## config.mk

```make
export PLATFORM = sky130hd
export DESIGN_NAME = coin_acceptor
export DESIGN_NICKNAME = d
export VERILOG_FILES = /design/src/rtl/vend_pkg.sv /design/src/rtl/input_debounce.sv /design/src/rtl/coin_acceptor.sv
export SDC_FILE = /design/constraint.sdc
export NUM_CORES = 1
export LEC_CHECK = 0
export BUFFER_PORTS_ARGS = -buffer_cell sky130_fd_sc_hd__buf_2
export CORE_MARGIN = 10
export CORE_UTILIZATION = 40
export CTS_CLUSTER_DIAMETER = 30
export CTS_CLUSTER_SIZE = 24
export DETAILED_ROUTE_END_ITERATION = 10
export HOLD_SLACK_MARGIN = 0.15
export PLACE_DENSITY_LB_ADDON = 0.25
export SYNTH_ARGS = -nofsm -noshare
export SYNTH_HDL_FRONTEND = slang
export SYNTH_SLANG_ARGS = --single-unit
export TNS_END_PERCENT = 5
```

## constraint.sdc

```tcl
create_clock -name clk -period 4.8 [get_ports clk]
set_input_delay 1.2 -clock clk [delete_from_list [all_inputs] [get_ports clk]]
set_output_delay 1.2 -clock clk [all_outputs]
set_load 0.1 [all_outputs]
```

## src/rtl/vend_pkg.sv

```systemverilog
// ----------------------------------------------------------------------------
// vend_pkg
// Types shared by the coin acceptor front-end and the vend controller: the
// 2-bit coin codes presented on `in`, the coin emit FSM states and the
// newspaper-select button arbiter states.
// ----------------------------------------------------------------------------
package vend_pkg;

  typedef enum logic [1:0] {
    COIN_NONE = 2'd0,
    COIN_5    = 2'd1,
    COIN_10   = 2'd2
  } coin_t;

  typedef enum logic [1:0] {
    IDLE = 2'd0,
    EMIT = 2'd1,
    GAP  = 2'd2
  } emit_state_t;

  typedef enum logic [1:0] {
    BTN_NONE    = 2'd0,
    BTN_STAR    = 2'd1,
    BTN_STRAITS = 2'd2
  } btn_state_t;

endpackage

```

## src/rtl/input_debounce.sv

```systemverilog
// ----------------------------------------------------------------------------
// input_debounce
// Two-flop synchronizer followed by a counting debouncer. The stable level
// flips only after DEBOUNCE_CYCLES consecutive synchronized samples that
// differ from it; any sample equal to the stable level restarts the count.
//
// Ports:
//   clk      system clock
//   rst_n    asynchronous active-low reset
//   i_raw    asynchronous raw input
//   o_level  debounced level, synchronous to clk
// ----------------------------------------------------------------------------
module input_debounce #(
  parameter int DEBOUNCE_CYCLES = 16
) (
  input  logic clk,
  input  logic rst_n,
  input  logic i_raw,
  output logic o_level
);

  localparam int CW = $clog2(DEBOUNCE_CYCLES + 1);

  logic          r_sync1;
  logic          r_sync2;
  logic          r_stable;
  logic [CW-1:0] r_cnt;

  // NOTE: sequential state is assigned with <= so every flop samples the
  // pre-edge values; with = the synchronizer would collapse into one flop.
  always_ff @(posedge clk or negedge rst_n) begin
    if (!rst_n) begin
      r_sync1  <= 1'b0;
      r_sync2  <= 1'b0;
      r_stable <= 1'b0;
      r_cnt    <= '0;
    end else begin
      r_sync1 <= i_raw;
      r_sync2 <= r_sync1;
      if (r_sync2 == r_stable) begin
        r_cnt <= '0;
      end else if (r_cnt == CW'(DEBOUNCE_CYCLES - 1)) begin
        // This sample is the DEBOUNCE_CYCLES-th differing one.
        r_stable <= r_sync2;
        r_cnt    <= '0;
      end else begin
        r_cnt <= r_cnt + CW'(1);
      end
    end
  end

  assign o_level = r_stable;

endmodule

```

## src/rtl/coin_acceptor.sv

```systemverilog
// ----------------------------------------------------------------------------
// coin_acceptor
// Front-end conditioner for the vend controller. Debounces coin sensors and
// select buttons, turns coin rising edges into queued 2-bit codes, paces them
// onto `in` with a forced idle gap, and arbitrates the two select buttons.
//
// Ports:
//   clk          system clock
//   rst          asynchronous active-low reset
//   coin5_raw    5-unit chute sensor (async)
//   coin10_raw   10-unit chute sensor (async)
//   star_raw     Star select button (async)
//   straits_raw  Straits select button (async)
//   in           coin code to vend (0 none, 1 five, 2 ten), one cycle per coin
//   star_pb      arbitrated Star select level
//   straits_pb   arbitrated Straits select level
//   coin_return  one-cycle pulse, coin rejected
//   fifo_full    coin queue holds FIFO_DEPTH events
// ----------------------------------------------------------------------------
module coin_acceptor
  import vend_pkg::*;
#(
  parameter int DEBOUNCE_CYCLES = 16,
  parameter int COIN_GAP        = 2,
  parameter int FIFO_DEPTH      = 4
) (
  input  logic       clk,
  input  logic       rst,
  input  logic       coin5_raw,
  input  logic       coin10_raw,
  input  logic       star_raw,
  input  logic       straits_raw,
  output logic [1:0] in,
  output logic       star_pb,
  output logic       straits_pb,
  output logic       coin_return,
  output logic       fifo_full
);

  localparam int AW = $clog2(FIFO_DEPTH);
  localparam int PW = AW + 1;
  localparam int GW = $clog2(COIN_GAP + 1);

  logic w_coin5, w_coin10, w_star, w_straits;

  input_debounce #(.DEBOUNCE_CYCLES(DEBOUNCE_CYCLES)) u_db_coin5 (
    .clk(clk), .rst_n(rst), .i_raw(coin5_raw), .o_level(w_coin5));
  input_debounce #(.DEBOUNCE_CYCLES(DEBOUNCE_CYCLES)) u_db_coin10 (
    .clk(clk), .rst_n(rst), .i_raw(coin10_raw), .o_level(w_coin10));
  input_debounce #(.DEBOUNCE_CYCLES(DEBOUNCE_CYCLES)) u_db_star (
    .clk(clk), .rst_n(rst), .i_raw(star_raw), .o_level(w_star));
  input_debounce #(.DEBOUNCE_CYCLES(DEBOUNCE_CYCLES)) u_db_straits (
    .clk(clk), .rst_n(rst), .i_raw(straits_raw), .o_level(w_straits));

  // Coin edge detection and queue control
  logic          r_coin5_d, r_coin10_d;
  logic          w_rise5, w_rise10, w_both, w_push_req, w_push, w_pop, w_drop;
  coin_t         w_push_code;
  coin_t         r_mem [FIFO_DEPTH];
  logic [PW-1:0] r_wr_ptr, r_rd_ptr, w_wr_next, w_rd_next;
  logic          w_empty, w_full, w_full_next;

  assign w_rise5    = w_coin5 & ~r_coin5_d;
  assign w_rise10   = w_coin10 & ~r_coin10_d;
  // Two coins whose edges coincide cannot be told apart: reject both.
  assign w_both     = w_rise5 & w_rise10;
  assign w_push_req = w_rise5 ^ w_rise10;

  // NOTE: every signal written in an always_comb gets a default first, so no
  // path leaves it unassigned and no latch is inferred.
  always_comb begin
    w_push_code = COIN_10;
    if (w_rise5) w_push_code = COIN_5;
  end

  assign w_empty = (r_wr_ptr == r_rd_ptr);
  assign w_full  = (r_wr_ptr[AW] != r_rd_ptr[AW]) &&
                   (r_wr_ptr[AW-1:0] == r_rd_ptr[AW-1:0]);
  // A pop in the same cycle frees the slot the push needs.
  assign w_push  = w_push_req && (!w_full || w_pop);
  assign w_drop  = w_push_req && w_full && !w_pop;

  assign w_wr_next   = r_wr_ptr + PW'(w_push);
  assign w_rd_next   = r_rd_ptr + PW'(w_pop);
  assign w_full_next = (w_wr_next[AW] != w_rd_next[AW]) &&
                       (w_wr_next[AW-1:0] == w_rd_next[AW-1:0]);

  // NOTE: the queue storage has no reset; the pointers alone define which
  // entries are valid, so clearing them empties the queue.
  always_ff @(posedge clk) begin
    if (w_push) r_mem[r_wr_ptr[AW-1:0]] <= w_push_code;
  end

  // Emit FSM: IDLE -> EMIT (pop) -> GAP x COIN_GAP -> EMIT or IDLE
  emit_state_t   r_emit_state, w_emit_next;
  logic [GW-1:0] r_gap_cnt, w_gap_cnt_next;

  always_comb begin
    w_emit_next    = r_emit_state;
    w_gap_cnt_next = r_gap_cnt;
    w_pop          = 1'b0;
    unique case (r_emit_state)
      IDLE: begin
        if (!w_empty) begin
          w_emit_next = EMIT;
          w_pop       = 1'b1;
        end
      end
      EMIT: begin
        w_emit_next    = GAP;
        w_gap_cnt_next = '0;
      end
      GAP: begin
        if (r_gap_cnt == GW'(COIN_GAP - 1)) begin
          if (!w_empty) begin
            w_emit_next = EMIT;
            w_pop       = 1'b1;
          end else begin
            w_emit_next = IDLE;
          end
        end else begin
          w_gap_cnt_next = r_gap_cnt + GW'(1);
        end
      end
      default: w_emit_next = IDLE;
    endcase
  end

  // Button arbiter: first debounced press wins, Star on a tie; held until
  // that button is released.
  btn_state_t r_btn, w_btn_next;

  always_comb begin
    w_btn_next = r_btn;
    unique case (r_btn)
      BTN_NONE: begin
        if (w_star)         w_btn_next = BTN_STAR;
        else if (w_straits) w_btn_next = BTN_STRAITS;
      end
      BTN_STAR:    if (!w_star)    w_btn_next = BTN_NONE;
      BTN_STRAITS: if (!w_straits) w_btn_next = BTN_NONE;
      default:     w_btn_next = BTN_NONE;
    endcase
  end

  coin_t r_in;
  logic  r_star_pb, r_straits_pb, r_coin_return, r_fifo_full;

  always_ff @(posedge clk or negedge rst) begin
    if (!rst) begin
      r_coin5_d     <= 1'b0;
      r_coin10_d    <= 1'b0;
      r_wr_ptr      <= '0;
      r_rd_ptr      <= '0;
      r_emit_state  <= IDLE;
      r_gap_cnt     <= '0;
      r_btn         <= BTN_NONE;
      r_in          <= COIN_NONE;
      r_star_pb     <= 1'b0;
      r_straits_pb  <= 1'b0;
      r_coin_return <= 1'b0;
      r_fifo_full   <= 1'b0;
    end else begin
      r_coin5_d     <= w_coin5;
      r_coin10_d    <= w_coin10;
      r_wr_ptr      <= w_wr_next;
      r_rd_ptr      <= w_rd_next;
      r_emit_state  <= w_emit_next;
      r_gap_cnt     <= w_gap_cnt_next;
      r_btn         <= w_btn_next;
      if (w_pop) r_in <= r_mem[r_rd_ptr[AW-1:0]];
      else       r_in <= COIN_NONE;
      r_star_pb     <= (w_btn_next == BTN_STAR);
      r_straits_pb  <= (w_btn_next == BTN_STRAITS);
      r_coin_return <= w_both || w_drop;
      r_fifo_full   <= w_full_next;
    end
  end

  assign in          = r_in;
  assign star_pb     = r_star_pb;
  assign straits_pb  = r_straits_pb;
  assign coin_return = r_coin_return;
  assign fifo_full   = r_fifo_full;

endmodule

```

* Word-level counts from Yosys, hierarchy flattened
Memory sizes are Yosys's and may differ from the RTL's.
Index checks and enable logic that the tools add are counted.
** Operators by class
- Add/subtract/negate cells :: 7
- Equal/unequal tests :: 23
- Multiplexer cells :: 26
- Bitwise gates (word level) :: 10
- Reductions and logical operators :: 18
** Operators with widths (count)
- 5-bit 2-to-1 mux :: 8
- 5-bit by 1-bit adder with 5-bit output (second input constant) :: 4
- 5-bit by 4-bit equality test with 1-bit output (second input constant) :: 4
- 2-bit 2-to-1 mux :: 9
- 2-bit one-hot mux with 3 select lines :: 2
- 2-bit AND reduction :: 6
- 2-bit by 1-bit equality test with 1-bit output (second input constant) :: 4
- 3-bit by 1-bit adder with 3-bit output :: 2
- 2-bit equality test (second input constant) :: 3
- 2-bit inequality test (second input constant) :: 3
- 1-bit NOT :: 6
- 1-bit logical AND :: 5
- 1-bit 2-to-1 mux :: 5
- 1-bit equality test :: 4
- 2-bit equality test :: 2
- 2-bit logical NOT :: 2
- 2-bit one-hot mux with 2 select lines :: 1
- 1-bit AND :: 3
- 3-bit equality test :: 1
- 2-bit by 1-bit adder with 2-bit output (second input constant) :: 1
- 1-bit logical NOT :: 2
- 1-bit logical OR :: 2
- 1-bit inequality test :: 2
- 1-bit one-hot mux with 2 select lines :: 1
- 2 further kinds :: 2
** Word-level totals
- Register bits :: 52
- Memory bits (writable) :: 8
- Input port bits :: 6
- Output and inout bits :: 6
- Memories kept :: 1
** Memory list
- r_mem :: words 4, width 2, rd ports 1, clocked after Yosys merged registers in 0, write ports 1, line coin_acceptor.sv:59 : coin_t r_mem [FIFO_DEPTH];

* Depth between registers and ports, before layout
Gate-level depths: netlist of the first run.
- Word-level depth :: 9
- Mapped depth :: 10

* Hierarchy
A second synthesis of the first run with hierarchy kept.
** Unflattened totals
- Cell total of the unflattened synthesis :: 171
- Area, all modules :: 2416.1 sq um
** By module, submodules not included
- input_debounce :: instances 4, cells an instance 23, area an instance 311.5 sq um
- coin_acceptor :: instances 1, cells an instance 79, area an instance 1169.9 sq um

* Least setup slack after synthesis of the first run
No wires, ideal clock.
- Path kind :: flip-flop to flip-flop
- From :: register r_gap_cnt[0]
- To :: register r_fifo_full (netlist: fifo_full)
- Library setup time :: 0.088 ns
- Arrival time :: 2.167 ns
- Path slack :: 2.544 ns
- Stages on the path, launching flop included :: 10
- Buffers on the path :: 0
- Cells stage by stage :: dfrtp_1 ha_1 nand2b_1 a2111oi_4 nor2b_1 ha_1 ha_1 xnor2_1 nand2_1 nor3b_1
** Between the ends
- Longest elaborated chain between the ends :: 8
- Elaborated cells between the ends (all ways) :: 10
- Those cells by class :: add/sub (2); eq/ne (3); mux (2); reduce/logical (3)
** RTL lines
- start: declaration :: line coin_acceptor.sv:96 : logic [GW-1:0] r_gap_cnt, w_gap_cnt_next;
- start signal: assignment :: line coin_acceptor.sv:169 : r_gap_cnt <= w_gap_cnt_next;
- 2-bit by 1-bit equality test with 1-bit output :: line coin_acceptor.sv:114 : if (r_gap_cnt == GW'(COIN_GAP - 1)) begin
- 1-bit 2-to-1 mux :: line coin_acceptor.sv:114
- 1-bit one-hot mux with 2 select lines :: line coin_acceptor.sv:102 : unique case (r_emit_state)
- 1-bit logical OR :: line coin_acceptor.sv:80 : assign w_push = w_push_req && (!w_full || w_pop);
- 1-bit logical AND :: line coin_acceptor.sv:80
- 3-bit by 1-bit adder with 3-bit output :: line coin_acceptor.sv:83 : assign w_wr_next = r_wr_ptr + PW'(w_push);
- named net w_wr_next[1] :: line coin_acceptor.sv:60 : logic [PW-1:0] r_wr_ptr, r_rd_ptr, w_wr_next, w_rd_next;
- 2-bit equality test :: line coin_acceptor.sv:86 : (w_wr_next[AW-1:0] == w_rd_next[AW-1:0]);
- 1-bit logical AND :: line coin_acceptor.sv:85 : assign w_full_next = (w_wr_next[AW] != w_rd_next[AW]) &&
- named net w_full_next :: line coin_acceptor.sv:61 : logic w_empty, w_full, w_full_next;
- end signal: assignment :: line coin_acceptor.sv:176 : r_fifo_full <= w_full_next;
- end: declaration :: line coin_acceptor.sv:147 : logic r_star_pb, r_straits_pb, r_coin_return, r_fifo_full;
The timed path passes the listed nets, and every way through them passes these cells.
A chain may end at the register's enable or synchronous reset.

* Worst setup path after layout of the first run
Ends and elaborated chain as after synthesis.

==> results of run 1 <==
## registers in the layout, indices dropped and copies added, names as in the netlist, 3 cells and up
signal / count
r_mem: 8
u_db_coin10.r_cnt: 5
u_db_coin5.r_cnt: 5
u_db_star.r_cnt: 5
u_db_straits.r_cnt: 5
r_rd_ptr: 3
r_wr_ptr: 3
## layer usage
metal  vias up  wire length (um)  global-route usage [%]
li1        621                 -                       -
met1       616              1573                   8.480
met2        20              1663                   12.93
met3        10               158                   4.045
met4         0               105                   5.073
met5         -                 0                       0
## cell families (layout without fill, tap and decap cells)
logic type | Yosys count | in the layout | synth area share [%]
flops | 60 | 60 | 65.39
simple gates | 54 | 54 | 12.37
xor+xnor | 20 | 20 | 7.431
compound gates | 11 | 11 | 3.981
fa+ha+maj | 10 | 10 | 5.308
mux | 7 | 7 | 4.406
buf+inv | 7 | 34 | 1.115
## power by group
group,internal [uW],leakage (uW),switching [uW]
combinational,102,0.000506,160
clock,214,0.0000905,176
sequential,562,0.000777,43.4
## how the worst max path moves through the flow
| stage | endpoint | slack (ps) | cells after the start |
|---|---|---|---|
| 6_report | fifo_full | 2290 | 9 |
| 5_1_grt | fifo_full | 2140 | 9 |
| 4_1_cts | fifo_full | 2290 | 9 |
| 3_5_place_dp | fifo_full | 2320 | 9 |
| 3_3_place_gp | fifo_full | 2460 | 9 |
| 2_1_floorplan | fifo_full | 2540 | 9 |
## layout make-up
| class | count | area, sq um | share of cell area [%] |
|---|---|---|---|
| Clock buffer | 14 | 162.7 | 6.080 |
| Clock inverter | 2 | 10.01 | 0.3742 |
| Inverter | 7 | 26.28 | 0.9822 |
| Multi-Input combinational cell | 102 | 789.5 | 29.51 |
| Sequential cell | 60 | 1541 | 57.62 |
| Tap cell | 72 | 90.09 | 3.368 |
| Timing Repair Buffer | 11 | 55.05 | 2.058 |
## critical path: stages (launching register included)
cell	delay, ps
dfrtp_1	410
ha_1	240
nand2b_1	220
a2111oi_4	510
nor2b_1	100
ha_1	200
ha_1	300
xnor2_1	140
nand2_1	60
nor3b_1	240
## stage by stage
stage	hold WS, ps	total power [uW]	area [sq um]	setup slack (ps)
2_1_floorplan	331.2	818.2	2357	2544
3_3_place_gp	332.0	865.8	2502	2457
3_5_place_dp	334.7	881.8	2502	2316
4_1_cts	348.6	1281	2675	2289
5_1_grt	360.3	1335	2675	2143
6_report	346.9	1258	2675	2291
## layout by cell type, fill, tap and decap left out, drive strengths merged, types with 4 or more instances in the layout
cell type	synthesis	routed
and3	4	4
o21ai	5	5
and2	7	7
edfxtp	8	8
buf	0	11
mux2	4	4
nand3	8	8
xor2	17	17
ha	10	10
inv	7	7
nor3b	4	4
nor2	15	15
dfrtp	52	52
nor2b	6	6
clkbuf	0	14
==> run_results.csv, run 1 <==
group,metric,value,unit
die,top_level_ports,12,
logic_synthesis,synth-warning-count,0,
setup_path,r2r_end,"fifo_full",
cells_and_area,layout-drive-gt1-share,15.31,%
clock_network,cts_resized,0,
cells_and_area,fill_cells,511,
detailed_routing,vias_per_cell,4.728,
logic_synthesis,synth_edf_count,8,
worst_hold_path,min-delay-start,"u_db_coin5.r_sync1",
clock_network,clk_pin_slew,60,ps
detailed_routing,wirelength,3500,um
cells_and_area,antenna_cells,0,
logic_synthesis,synthArstFlopShare,86.67,%
cells_and_area,fin_cells,268,
global_routing,antenna_found_initial,0,
sta,tightest_slew,1108,ps
place,place_inst,252,
global_routing,grt_max_degree,53,
detailed_routing,antenna_left,0,
power_and_ir_drop,worst_ir_drop_vdd,219.4,uV
logic_synthesis,netlist_top_cells_area,"dfrtp_1 (55%), edfxtp_1 (10%), xor2_1 (6.3%), ha_1 (5.3%), nor2_1 (2.4%)",
logic_synthesis,yosys.area.top_type,"dfrtp_1",
logic_synthesis,synth_cell_types,27,
worst_hold_path,hold-path-endpoint,"u_db_coin5.r_sync2",
logic_synthesis,yosysTopAreaCellShare,55.20,%
sta,fmax,398.5,MHz
sta,hold_violations,0,
cells_and_area,final_util,47.70,%
sta,finClkSkew,5.119,ps
clock_network,clockBufferDepth,2,
setup_path,r2r_slack,2290,ps
die,dieArea,9363,sq um
setup_path,critPathMaxFanout,6,
cells_and_area,finalNetCount,207,
setup_path,cp-startpoint,"r_gap_cnt[0]",
worst_hold_path,hold_path.class,"reg -> reg",
job,max-cap-violations,0,
logic_synthesis,synthCells,169,
logic_synthesis,synth_area_per_cell,13.95,sq um
die,coreArea,5608,sq um
worst_hold_path,whs_path_depth,0,
place,gp_congestion,0.7740,
die,core.rowCount,27,
die,die_width,96.77,um
run_status,status,"finished clean",
cells_and_area,areaGrowthSynthToFinish,13.48,%
detailed_routing,routedWlPerCell,13.06,um
clock_network,numCtsBuffers,9,
detailed_routing,num_vias,1267,
power_and_ir_drop,leakagePower,0.001373,uW
logic_synthesis,yosysSeqAreaShare,65.39,%
sta,setup_violations,0,
global_routing,grt_pass1_wl,6141,um
logic_synthesis,ys_seq_elements,60,
detailed_routing,dr.pass1.iters,4,
clock_network,cts_num_sinks,60,
detailed_routing,drt_iter0_markers,55,
setup_path,cp.arrival,2740,ps
clock_network,post_cts_buffers,0,
setup_path,required,5030,ps
logic_synthesis,syn-num-nets,185,
setup_path,critPathLaunchType,"register",
place,portBuffers,11,
clock_network,clk-insertion-delay-late,330,ps
global_routing,grt_pass1_vias,1391,
logic_synthesis,synth-main-ff-cell,"dfrtp_1",
global_routing,grt.overflow.total,0,
setup_path,endpoint_kind,"register",
sta,rsz0062_at_grt,"no",
sta,fin_setup_tns,0,ps
die,start_util,42.03,%
sta,slew_violations,0,
clock_network,root_buffer,"clkbuf_8",
setup_path,r2r-start,"r_gap_cnt[0]",
clock_network,cts_tree,"yes",
place,dp_hpwl,2458,um
global_routing,grt_usage,8.170,%
sta,min_period,2509,ps
setup_path,crit_type,"reg -> reg",
detailed_routing,remaining_drc_errors,0,
logic_synthesis,yosys.cell_count.top_type,"dfrtp_1",
logic_synthesis,netlist_area,2357,sq um
power_and_ir_drop,powerDensity,470.2,nW/um^2
clock_network,htreeDepth,3,
logic_synthesis,yosys-top-cells-count,"dfrtp_1 (52), xor2_1 (17), nor2_1 (15), ha_1 (10)",
clock_network,cts_hold_buf,0,
sta,period_share,52.28,%
sta,max_slew_margin,26.12,%
die,die_h,96.77,um
setup_path,r2r_cells,9,
Note: power is estimated with default switching activity, not from simulation.
==> run 2: changes to the inputs <==
ABC_AREA = 1   (was default)
clock period = 2.31 ns   (was 4.8 ns; I/O delays follow)
==> run 2 against run 1 <==
Against the previous run: first-iteration DRC count down 31%; sequential power up 110%; via count up 13%; sequential cell count unchanged; area after synthesis up 0.85%; synthesized cell count up 33%; critical endpoint unchanged; power up 130%.
==> run_results.csv, run 2 <==
group,metric,value,unit
detailed_routing,met1Wirelength,1751,um
power_and_ir_drop,worst_ir_drop_vdd,555.2,uV
die,coreArea,5851,sq um
setup_path,endpoint_kind,"register",
sta,period_share,86.12,%
logic_synthesis,synth-warning-count,0,
cells_and_area,areaGrowthSynthToFinish,15.21,%
power_and_ir_drop,p_total,2845,uW
detailed_routing,antenna_left,0,
clock_network,numCtsBuffers,9,
setup_path,required,2540,ps
place,gp_congestion,0.8118,
sta,hold_violations,0,
die,core.rowCount,28,
global_routing,grt_pass1_vias,1473,
sta,min_period,1989,ps
die,start_util,40.63,%
cells_and_area,layout-drive-gt1-share,13.04,%
detailed_routing,remaining_drc_errors,0,
detailed_routing,vias_per_cell,4.384,
logic_synthesis,netlist_top_cells_area,"dfrtp_1 (55%), edfxtp_1 (10%), nor2_1 (6.9%), nand2_1 (5.4%), ha_1 (5.3%)",
logic_synthesis,synth_area_per_cell,10.57,sq um
sta,finClkSkew,5.742,ps
detailed_routing,dr_wl_met3,116,um
cells_and_area,finalNetCount,264,
sta,setup_violations,0,
power_and_ir_drop,swShare,31.95,%
logic_synthesis,ys_seq_elements,60,
logic_synthesis,synthAdderAreaFrac,5.263,%
worst_hold_path,min-delay-start,"coin10_raw",
sta,max_slew_margin,58.12,%
global_routing,grt_max_degree,53,
detailed_routing,wirelength,3531,um
setup_path,crit_type,"reg -> reg",
logic_synthesis,yosys.cell_count.top_type,"dfrtp_1",
sta,tightest_slew,628.2,ps
worst_hold_path,hold_path.class,"in -> reg",
die,die_h,97.09,um
job,max-cap-violations,0,
die,top_level_ports,12,
clock_network,clk_pin_slew,70,ps
place,dp_hpwl,2517,um
cells_and_area,antenna_cells,0,
logic_synthesis,yosys-top-cells-count,"dfrtp_1 (52), nor2_1 (44), nand2_1 (34), inv_1 (29), ha_1 (10)",
setup_path,cp-startpoint,"r_gap_cnt[0]",
die,dieArea,9426,sq um
cells_and_area,final_cell_mix,"dfrtp_1 (52), nor2_1 (43), nand2_1 (34)",
clock_network,cts_tree,"yes",
detailed_routing,wl_met2,1541,um
power_and_ir_drop,p_int,1936,uW
logic_synthesis,synth_edf_count,8,
clock_network,htreeDepth,3,
power_and_ir_drop,leakagePower,0.001356,uW
logic_synthesis,synthArstFlopShare,86.67,%
sta,rsz0062_at_grt,"no",
cells_and_area,final_util,46.81,%
detailed_routing,routedWlPerCell,10.77,um
global_routing,grt.overflow.total,0,
logic_synthesis,synth_cell_types,20,
logic_synthesis,yosysSeqAreaShare,64.84,%
detailed_routing,top_layer,"met4",
logic_synthesis,synth_compound_area_share,2.368,%
setup_path,critPathMaxFanout,5,
logic_synthesis,syn-num-nets,241,
setup_path,r2r-start,"r_gap_cnt[0]",
power_and_ir_drop,power_frac_seq,44.1,%
clock_network,clockBufferDepth,2,
clock_network,cts_num_sinks,60,
global_routing,grt_usage,8.567,%
cells_and_area,fin_cells,328,
setup_path,critPathLaunchType,"register",
logic_synthesis,yosys.area_share.simple,17.95,%
place,portBuffers,11,
detailed_routing,num_vias,1438,
sta,fin_setup_tns,0,ps
global_routing,antenna_found_initial,0,
logic_synthesis,synth-xor-area-share,4.421,%
clock_network,clk-insertion-delay-late,330,ps
logic_synthesis,synth-main-ff-cell,"dfrtp_1",
die,die_width,97.09,um
power_and_ir_drop,clkPwrFrac,33.4,%
power_and_ir_drop,power.share.combinational,22.5,%
logic_synthesis,synthCells,225,
sta,fmax,502.7,MHz
logic_synthesis,synth_top_family_by_area,"simple AND/OR/NAND/NOR gates",
run_status,status,"finished clean",
cells_and_area,largest_register_ffs,8,
detailed_routing,dr.pass1.iters,4,
logic_synthesis,yosysTopAreaCellShare,54.74,%
detailed_routing,drt_iter0_markers,38,
logic_synthesis,synthMuxAreaShare,0.4211,%
clock_network,root_buffer,"clkbuf_8",
place,place_inst,312,
power_and_ir_drop,power_switching,909.0,uW
global_routing,grt_pass1_wl,6458,um
power_and_ir_drop,powerDensity,1039,nW/um^2
cells_and_area,fill_cells,546,
sta,slew_violations,0,
clock_network,cts_hold_buf,0,
logic_synthesis,netlist_area,2377,sq um
setup_path,cp.arrival,2220,ps
logic_synthesis,yosys.area.top_type,"dfrtp_1",
cells_and_area,final_common_cell,"dfrtp_1",
[run 2: path summary, 6_finish.rpt]
| path | to | slack, ps | cells after the start |
|---|---|---|---|
| worst min register to register | u_db_star.r_sync2 | 350 | 0 |
| max in group asynchronous | u_db_coin5.r_sync1 | 1540 | 2 |
| worst max register to register | fifo_full | 320 | 13 |
| min in group asynchronous | in[1] | 350 | 2 |
| worst min-delay path | u_db_coin10.r_sync1 | 340 | 1 |
| worst max-delay path | fifo_full | 320 | 13 |
[run 2: worst max-delay path, stage by stage (launching register included)]
cell and delay [ps]:
dfrtp_1 390, ha_1 200, inv_1 70, a21oi_1 90
nor2_1 160, nand2_1 90, nand2_2 100, inv_1 50
ha_1 170, ha_1 180, xor2_1 200, nand2_1 80
nand3_1 70, nor2_1 40
[run 2: logic make-up after synthesis]
family                   Yosys count
AND/OR/NAND/NOR                  101
flip-flops                        60
adder cells (fa/ha/maj)           10
multiplexers                       1
AO/OA/AOI/OAI                     11
XOR/XNOR                          12
buffers and inverters             30
[run 2: routing by layer]
layer  vias up  GRT usage (%)
met4         0          6.810
met2        21          12.91
met3        12          3.058
met5         -              0
met1       657          9.597
li1        748              -
[run 2: power by group through the flow]
stage / Combinational (uW) / Clock [uW] / Sequential (uW)
CTS: 657 / 985 / 1260
detailed placement: 656 / 0 / 1280
global placement: 648 / 0 / 1270
floorplan: 372 / 0 / 1400
finish: 641 / 950 / 1250
global route: 734 / 1030 / 1270
[run 2: what timing repair did]
action | CTS | global route
setup buffers | 0 | 0
resized for setup | 0 | 1
endpoints found under the setup margin | 0 | 1
[run 2: final cells by class]
cell class / count / area [sq um] / area share (%)
multi-input combinational: 135 / 725.7 / 26.50
timing repair buffer: 12 / 62.56 / 2.284
sequential: 60 / 1541 / 56.28
clock inverter: 4 / 47.55 / 1.736
clock buffer: 12 / 155.1 / 5.665
tap: 75 / 93.84 / 3.426
inverter: 30 / 112.6 / 4.111
[run 2: through the flow]
stage	hold slack, ps	worst slack [ps]	cell area [sq um]
after floorplan	281.9	452.3	2377
final	343.0	320.6	2739
after global routing	328.1	58.80	2739
after CTS	321.7	219.2	2736
after detailed placement	335.5	229.2	2534
after global placement	331.2	348.7	2534
==> run 3: changes to the inputs <==
PLACE_DENSITY_LB_ADDON = default   (was 0.25)
==> run 3 against run 2 <==
Against the previous run: final area fell by 0.50%; first-iteration DRC count shrank 21%; clock power fell by 13%; combinational power decreased by 0.8%; critical path type unchanged; critical endpoint unchanged; largest power group unchanged; final cell count is 0.61% higher; non-clock buffer count grew 2; via count increased by 1.7%.
==> run_results.csv, run 3 (synthesis results as in run 2) <==
group,metric,value,unit
sta,setup_violations,0,
power_and_ir_drop,worst_ir_drop_vdd,656.2,uV
global_routing,grt_usage,8.627,%
setup_path,r2r_cells,13,
cells_and_area,finalNetCount,266,
setup_path,endpoint_kind,"register",
die,dieArea,9426,sq um
power_and_ir_drop,power.share.combinational,23.4,%
sta,tightest_slew,651.0,ps
sta,fin_setup_tns,0,ps
clock_network,cts_tree,"yes",
cells_and_area,areaGrowthSynthToFinish,14.63,%
place,place_inst,314,
cells_and_area,antenna_cells,0,
global_routing,grt_pass1_wl,6617,um
cells_and_area,final_util,46.58,%
sta,slew_violations,0,
setup_path,r2r_slack,290,ps
sta,rsz0062_at_grt,"no",
power_and_ir_drop,swShare,33.76,%
worst_hold_path,hold_path.class,"in -> async",
sta,finClkSkew,11.51,ps
global_routing,grt.overflow.total,0,
die,die_h,97.09,um
power_and_ir_drop,clkPwrFrac,30.3,%
setup_path,cp-startpoint,"r_gap_cnt[0]",
clock_network,root_buffer,"clkbuf_8",
die,coreArea,5851,sq um
die,die_width,97.09,um
setup_path,r2r-start,"r_gap_cnt[0]",
sta,hold_violations,0,
cells_and_area,final_common_cell,"dfrtp_1",
clock_network,htreeDepth,3,
clock_network,clk_pin_slew,70,ps
sta,period_share,87.50,%
clock_network,cts_hold_buf,0,
detailed_routing,dr.pass1.iters,4,
setup_path,r2r_end,"fifo_full",
global_routing,grt_max_degree,30,
die,core.rowCount,28,
place,portBuffers,11,
die,top_level_ports,12,
cells_and_area,largest_register_ffs,8,
sta,fmax,494.7,MHz
setup_path,critPathMaxFanout,5,
detailed_routing,antenna_left,0,
detailed_routing,drt_iter0_markers,30,
global_routing,grt_pass1_vias,1555,
sta,max_slew_margin,56.60,%
clock_network,clockBufferDepth,2,
detailed_routing,vias_per_cell,4.430,
setup_path,crit_type,"reg -> reg",
detailed_routing,routedWlPerCell,10.91,um
detailed_routing,remaining_drc_errors,0,
cells_and_area,final_cell_mix,"dfrtp_1 (52), nor2_1 (44), nand2_1 (34)",
place,dp_hpwl,2690,um
clock_network,numCtsBuffers,9,
place,gp_congestion,0.7886,
sta,min_period,2021,ps
job,max-cap-violations,0,
detailed_routing,wirelength,3599,um
power_and_ir_drop,leakagePower,0.001353,uW
cells_and_area,layout-drive-gt1-share,13.73,%
clock_network,post_cts_buffers,0,
die,start_util,40.63,%
power_and_ir_drop,powerDensity,996.8,nW/um^2
setup_path,required,2540,ps
clock_network,cts_num_sinks,60,
clock_network,clk-insertion-delay-late,340,ps
setup_path,critPathLaunchType,"register",
power_and_ir_drop,power_switching,916.9,uW
cells_and_area,fin_cells,330,
global_routing,antenna_found_initial,0,
detailed_routing,num_vias,1462,
run_status,status,"finished clean",
power_and_ir_drop,power_frac_seq,46.3,%
clock_network,cts_resized,0,
setup_path,cp.arrival,2250,ps
power_and_ir_drop,p_int,1799,uW
-- run 3: cell count changes in the layout (fill, tap and decap cells not counted) --
cell        before  now
inv_6            0    1
clkinvlp_4       1    2
nor2_2           2    1
bufinv_16        1    0
clkbuf_8        11   10
clkinv_2         2    3
clkbuf_1         1    0
nor2_1          43   44
buf_4            1    3
-- run 3: critical path, stage by stage (launching register included) --
cell and delay (ps):
dfrtp_1 400, ha_1 200, inv_1 60, a21oi_1 90, nor2_1 130, nand2_1 80
nand2_2 100, inv_1 50, ha_1 180, ha_1 190, xor2_1 220, nand2_1 80
nand3_1 80, nor2_1 40
-- run 3: layout make-up --
class	count	area, sq um
clock buffer	10	137.6
clock inverter	6	38.79
fill	528	3126
inverter	30	112.6
multi-input combinational	135	723.2
sequential	60	1541
tap	75	93.84
timing repair buffer	14	77.57
-- run 3: worst max-delay path by stage --
stage	endpoint	slack [ps]	cells past startpoint
floorplan	fifo_full	450	11
global placement	fifo_full	390	13
detailed placement	fifo_full	290	13
CTS	fifo_full	280	13
global route	fifo_full	50	14
finish	fifo_full	290	13
-- run 3: power by group through the flow --
| stage | Sequential (uW) | Combinational, uW | Clock (uW) |
|---|---|---|---|
| final | 1260 | 636 | 823 |
| after floorplan | 1400 | 372 | 0 |
| after global placement | 1270 | 628 | 0 |
| after global routing | 1270 | 721 | 898 |
| after CTS | 1260 | 650 | 856 |
| after detailed placement | 1280 | 649 | 0 |
-- run 3: layer usage --
metal / vias up / part of all wire [%] / global-route usage (%) / wire [um]
met3: 12 / 3.5 / 3.201 / 125
met4: 0 / 3.5 / 6.583 / 127
met1: 682 / 45 / 8.958 / 1624
li1: 753 / - / - / -
met2: 15 / 48 / 13.89 / 1721
met5: - / 0 / 0 / 0
-- run 3: metrics by stage --
stage | area [sq um] | setup WS, ps | power (uW) | hold WS (ps)
6_report | 2725 | 288.8 | 2716 | 256.6
2_1_floorplan | 2377 | 452.3 | 1769 | 281.9
3_5_place_dp | 2549 | 290.7 | 1926 | 335.8
5_1_grt | 2725 | 54.88 | 2889 | 304.9
4_1_cts | 2725 | 277.6 | 2763 | 278.0
3_3_place_gp | 2549 | 394.2 | 1901 | 331.9
